`src/rtl/run_ctrl_pkg.sv`:
```
// Shared state encoding for the datapath run/step/halt controller.
package run_ctrl_pkg;

  localparam int unsigned STATE_W = 2;

  typedef enum logic [STATE_W-1:0] {
    IDLE = 2'b00,
    RUN  = 2'b01,
    STEP = 2'b10,
    HALT = 2'b11
  } state_e;

endpackage

```
`src/rtl/btn_debounce.sv`:
```
// Push-button conditioner: 2-flop synchroniser, stability counter and
// a one-cycle pulse on each accepted 0->1 level change.
module btn_debounce #(
  parameter int unsigned DEBOUNCE_CYCLES = 1_000_000
) (
  input  logic Clk,
  input  logic Reset,
  input  logic btn_i,
  output logic pulse_o
);

  localparam int unsigned CNT_W = (DEBOUNCE_CYCLES > 1) ? $clog2(DEBOUNCE_CYCLES) : 1;
  localparam logic [CNT_W-1:0] CNT_LAST = CNT_W'(DEBOUNCE_CYCLES - 1);

  logic             sync1_q;
  logic             sync2_q;
  logic             level_q;
  logic             pulse_q;
  logic [CNT_W-1:0] cnt_q;

  // Level is accepted once the synchronised input has disagreed with it for
  // DEBOUNCE_CYCLES consecutive samples; any agreeing sample restarts the count.
  always_ff @(posedge Clk) begin
    if (Reset) begin
      sync1_q <= 1'b0;
      sync2_q <= 1'b0;
      level_q <= 1'b0;
      pulse_q <= 1'b0;
      cnt_q   <= '0;
    end else begin
      sync1_q <= btn_i;
      sync2_q <= sync1_q;
      pulse_q <= 1'b0;
      if (sync2_q == level_q) begin
        cnt_q <= '0;
      end else if (cnt_q == CNT_LAST) begin
        level_q <= sync2_q;
        pulse_q <= sync2_q;
        cnt_q   <= '0;
      end else begin
        cnt_q <= cnt_q + CNT_W'(1);
      end
    end
  end

  assign pulse_o = pulse_q;

endmodule

```
`src/rtl/datapath_run_ctrl.sv`:
```
// Run/step/halt controller issuing one-cycle datapath advance enables and
// latching display coordinates. Optional breakpoint: RUN_CTRL_BREAKPOINT_EN.
module datapath_run_ctrl
  import run_ctrl_pkg::*;
#(
  parameter int unsigned DIV_COUNT       = 100_000_000,
  parameter int unsigned DEBOUNCE_CYCLES = 1_000_000
) (
  input  logic               Clk,
  input  logic               Reset,
  input  logic               RunSw,
  input  logic               StepBtn,
  input  logic               HaltReq,
  input  logic [31:0]        PcIn,
  input  logic [31:0]        BreakAddr,
  input  logic [15:0]        XIn,
  input  logic [15:0]        YIn,
  output logic               ClkEn,
  output logic [15:0]        XDisp,
  output logic [15:0]        YDisp,
  output logic [STATE_W-1:0] State,
  output logic [31:0]        AdvCount
);

  localparam int unsigned      TICK_W    = $clog2(DIV_COUNT);
  localparam logic [TICK_W-1:0] TICK_LAST = TICK_W'(DIV_COUNT - 1);

  state_e            state_q;
  logic [TICK_W-1:0] tick_q;
  logic [TICK_W-1:0] tick_wrap;
  logic              clk_en_q;
  logic              disp_pend_q;
  logic [15:0]       xdisp_q;
  logic [15:0]       ydisp_q;
  logic [31:0]       adv_q;
  logic              step_pulse;
  logic              bp_hit;

  btn_debounce #(
    .DEBOUNCE_CYCLES(DEBOUNCE_CYCLES)
  ) u_step_db (
    .Clk    (Clk),
    .Reset  (Reset),
    .btn_i  (StepBtn),
    .pulse_o(step_pulse)
  );

`ifdef RUN_CTRL_BREAKPOINT_EN
  assign bp_hit = (PcIn == BreakAddr);
`else
  logic unused_bp;
  assign bp_hit    = 1'b0;
  assign unused_bp = ^{PcIn, BreakAddr};
`endif

  assign tick_wrap = (tick_q == TICK_LAST) ? '0 : tick_q + TICK_W'(1);

  // ClkEn is registered, so a due advance is decided one cycle early; halt and
  // breakpoint are evaluated in that deciding cycle and suppress the advance.
  always_ff @(posedge Clk) begin
    if (Reset) begin
      state_q     <= IDLE;
      tick_q      <= '0;
      clk_en_q    <= 1'b0;
      disp_pend_q <= 1'b0;
      xdisp_q     <= '0;
      ydisp_q     <= '0;
      adv_q       <= '0;
    end else begin
      clk_en_q    <= 1'b0;
      tick_q      <= '0;
      disp_pend_q <= clk_en_q;
      if (disp_pend_q) begin
        xdisp_q <= XIn;
        ydisp_q <= YIn;
      end
      if (clk_en_q && (adv_q != 32'hFFFF_FFFF)) begin
        adv_q <= adv_q + 32'd1;
      end
      case (state_q)
        IDLE: begin
          if (RunSw) begin
            state_q <= RUN;
          end else if (step_pulse) begin
            state_q  <= STEP;
            clk_en_q <= 1'b1;
          end
        end
        RUN: begin
          if (HaltReq) begin
            state_q <= HALT;
          end else if (!RunSw) begin
            state_q <= IDLE;
          end else begin
            tick_q <= tick_wrap;
            if (tick_wrap == TICK_LAST) begin
              if (bp_hit) begin
                state_q <= HALT;
              end else begin
                clk_en_q <= 1'b1;
              end
            end
          end
        end
        STEP: state_q <= IDLE;
        HALT: begin
          if (!RunSw && !HaltReq) begin
            state_q <= IDLE;
          end
        end
        default: state_q <= IDLE;
      endcase
    end
  end

  assign ClkEn    = clk_en_q;
  assign XDisp    = xdisp_q;
  assign YDisp    = ydisp_q;
  assign State    = state_q;
  assign AdvCount = adv_q;

endmodule

```
`config.mk`:
```
export PLATFORM = sky130hd
export DESIGN_NAME = datapath_run_ctrl
export DESIGN_NICKNAME = d
export VERILOG_FILES = /design/src/rtl/run_ctrl_pkg.sv /design/src/rtl/btn_debounce.sv /design/src/rtl/datapath_run_ctrl.sv
export SDC_FILE = /design/constraint.sdc
export NUM_CORES = 1
export LEC_CHECK = 0
export ABC_AREA = 1
export CORE_UTILIZATION = 48
export CTS_BUF_LIST = sky130_fd_sc_hd__clkbuf_4 sky130_fd_sc_hd__clkbuf_8 sky130_fd_sc_hd__clkbuf_16
export CTS_CLUSTER_SIZE = 8
export DETAILED_ROUTE_END_ITERATION = 12
export PLACE_DENSITY = 0.88
export SETUP_SLACK_MARGIN = 0.1
export SYNTH_ARGS = -nofsm -noshare
export SYNTH_HDL_FRONTEND = slang
export SYNTH_SLANG_ARGS = --single-unit
export TNS_END_PERCENT = 50
```
`constraint.sdc`:
```
create_clock -name Clk -period 2 [get_ports Clk]
set_input_delay 0.5 -clock Clk [delete_from_list [all_inputs] [get_ports Clk]]
set_output_delay 0.5 -clock Clk [all_outputs]
set_load 0.02 [all_outputs]
```
==> flow_summary_export.csv <==
group,metric,value,unit
run_status,outcome,"finished with violations",
run_status,violations,"DRC",
critical_path,worstPathRequired,1.50,ns
sta,tightest_slew,0.3899,ns
place,dp_hpwl,10.57,mm
critical_path,startpoint_type,"flip-flop",
critical_path,cp-startpoint,"XDisp[13]",
critical_path,slowest_stage,"clkdlybuf4s50_1",
cells_and_area,drive_gt1_share,13.11,%
place,place_area,7053,um2
place,portBuffers,103,
synthesis,async_flop_share,0,%
critical_path,cp_max_fo,2,
cts,cts_tree,"done",
sta,rsz0062_at_grt,"yes",
synthesis,synth_seq_area_share,41.04,%
sta,fin_crit,1.887,ns
synthesis,synthMuxAreaShare,0,%
synthesis,synth_fa_ha_area_share,0.6467,%
cts,cts-root-buf,"clkbuf_16",
synthesis,synth_edf_count,0,
cells_and_area,nNetsFinal,1067,
critical_path,crit_path_max_incr_delay,0.62,ns
sta,period_share,94.37,%
routing,wl_per_cell,13.59,um
cells_and_area,layout_common_cells,"180 x nor2_1, 154 x nand2_1, 104 x dfxtp_1",
synthesis,synth_ff_type,"dfxtp_1",
critical_path,endpoint_kind,"output pin",
synthesis,synthesis.area,5804,um2
routing,viasPerCell,5.288,
synthesis,ys_ff_latch,119,
die,die_y,112.0,um
critical_path,critPathBufInv,1,
cts,clock_path_buffers,2,
sta,final_hold_viol_count,0,
global_routing,grt_max_degree,41,
place,place_congestion,0.9329,
critical_path,critical_path_class,"reg2out",
sta,maxSlewHeadroom,73.93,%
run,maxCapViolations,0,
die,coreArea,11610,um2
power,leakage,3.524,nW
die,ios,168,
cts,ctsHoldBuffers,0,
critical_path,r2r_cells,9,
critical_path,rrSetupSlack,0.15,ns
place,place_ws,-0.1346,ns
routing,via_count,5917,
synthesis,synth-compound-area-share,9.118,%
synthesis,synth.distinct_cells,42,
global_routing,first_global_vias,5711,
die,die_w,112.0,um
routing,final_antenna_net_count,0,
critical_path,crit_cells,1,
sta,setup_viol,0,
sta,maxSlewViolCount,0,
routing,drt_first_pass_iters,9,
sta,clock.fmax,0.5299,GHz
power,ir_drop,547.5,uV
cts,cts_made_buffers,17,
cells_and_area,antennaDiodeCount,0,
cts,cts_max_level,4,
power,powerDensity,708.1,nW/um2
routing,drc,3,
hold_path,min_from,"u_step_db.sync1_q",
synthesis,synth_xor_area_share,3.621,%
cells_and_area,final_common_cell,"nor2_1",
global_routing,grt_pass1_wl,25.36,mm
die,start_util,49.98,%
sta,fin_ws,0.1127,ns
synthesis,yosys.area_share.simple,37.92,%
global_routing,antenna_found_initial,0,
global_routing,grt_usage,25.16,%
hold_path,min_path_type,"reg2reg",
synthesis,synth_top_family_by_area,"simple AND/OR/NAND/NOR gates",
routing,wl,15.20,mm
synthesis,syn-num-nets,949,
global_routing,overflow,0,
critical_path,arrival,1.39,ns
critical_path,crit_chain,"clkdlybuf4s50_1",
routing,drt-initial-drc-count,615,
critical_path,critical-path-top-delay-family,"buffers and inverters",
cts,insertion_delay,0.43,ns
critical_path,reg2reg_to,"ClkEn",
synthesis,syn_inst,845,
critical_path,cp-endpoint,"XDisp[13]",
cells_and_area,design_area,7840,um2
hold_path,hold_depth,2,
cells_and_area,area_growth,35.07,%
synthesis,avgSynthCellArea,6.869,um2
cells_and_area,nFillCells,919,
critical_path,r2r_start,"tick_q[3]",
die,die_area,12540,um2
die,rows,39,
cts,clk_pin_slew,0.06,ns
cts,numClockSinks,119,
synthesis,yosysWarnings,0,
sta,clock_skew,0.005929,ns
-- through the flow --
step / setup TNS, ns / utilization [%] / cells / total power, mW / hold slack (ns)
finish: 0 / 67.51 / 1119 / 5.552 / 0.4122
CTS: 0 / 65.69 / 1118 / 5.583 / 0.4204
global placement: -0.06325 / 60.73 / 1086 / 2.607 / 0.3977
global route: 0 / 67.51 / 1119 / 5.706 / 0.4295
detailed placement: -0.1564 / 60.73 / 1086 / 2.610 / 0.4023
floorplan: 0 / - / 845 / 2.501 / 0.3883
-- registers in the layout (all words and copies together), names as in the netlist --
name and flops:
u_step_db.level_q 1, disp_pend_q 1, tick_q 27, u_step_db.sync1_q 1, State 2, u_step_db.sync2_q 1, ClkEn 1, AdvCount 32
XDisp 16, YDisp 16, u_step_db.pulse_o 1, u_step_db.cnt_q 20
-- worst min-delay path by stage --
stage | endpoint
floorplan | u_step_db.sync2_q
global placement | u_step_db.sync2_q
detailed placement | u_step_db.sync2_q
CTS | u_step_db.sync2_q
global route | u_step_db.sync2_q
finish | u_step_db.sync2_q
-- per-layer routing --
layer	GRT usage, %	part of all wire (%)	up-vias
met4	12.71	2.5	0
met3	8.438	8.6	39
met5	0	0	-
met2	41.45	47	233
met1	29.18	42	2696
li1	-	-	2949
-- logic make-up (layout without fill, tap and decap cells) --
logic type | count (synthesis) | count (layout)
flip-flops | 119 | 119
adder cells (fa/ha/maj) | 3 | 3
XOR/XNOR | 24 | 24
AO/OA/AOI/OAI | 99 | 99
buffers and inverters | 112 | 243
AND/OR/NAND/NOR | 488 | 488
-- cell type report --
class                           count  area [um2]  share of cell area (%)
Clock buffer                       17       425.4                   5.426
Inverter                           92       347.8                   4.437
Tap cell                          143       178.9                   2.282
Sequential cell                   119        2404                   30.66
Timing Repair Buffer              119        1235                   15.75
Multi-Input combinational cell    614        3097                   39.50
Clock inverter                     15       152.6                   1.947
-- power by group --
| part | leakage, nW | switching [mW] | internal, mW |
|---|---|---|---|
| registers | 0.967 | 0.00684 | 2.38 |
| logic | 2.27 | 0.0784 | 0.0957 |
| clock network | 0.284 | 1.16 | 1.83 |
-- synthesized netlist by cell type, drive strengths merged, types with 3 or more instances --
cell | count | area share [%]
a21oi | 34 | 3.0
buf | 6 | 0.80
clkbuf | 14 | 0.91
dfxtp | 119 | 41
ha | 3 | 0.65
inv | 91 | 5.9
nand2 | 168 | 11
nand3 | 49 | 4.6
nand3b | 3 | 0.39
nand4 | 16 | 1.9
nor2 | 203 | 14
nor3 | 31 | 2.9
nor3b | 6 | 0.78
nor4 | 8 | 1.1
o21ai | 55 | 4.7
o21bai | 4 | 0.58
xnor2 | 3 | 0.45
xor2 | 21 | 3.2
-- repair_timing --
item | in CTS | in global routing
gates resized for setup | 22 | 71
pin swaps | 0 | 9
buffers inserted | 0 | 1
setup endpoints to repair | 37 | 81
Power figures use the tool's default switching activity.
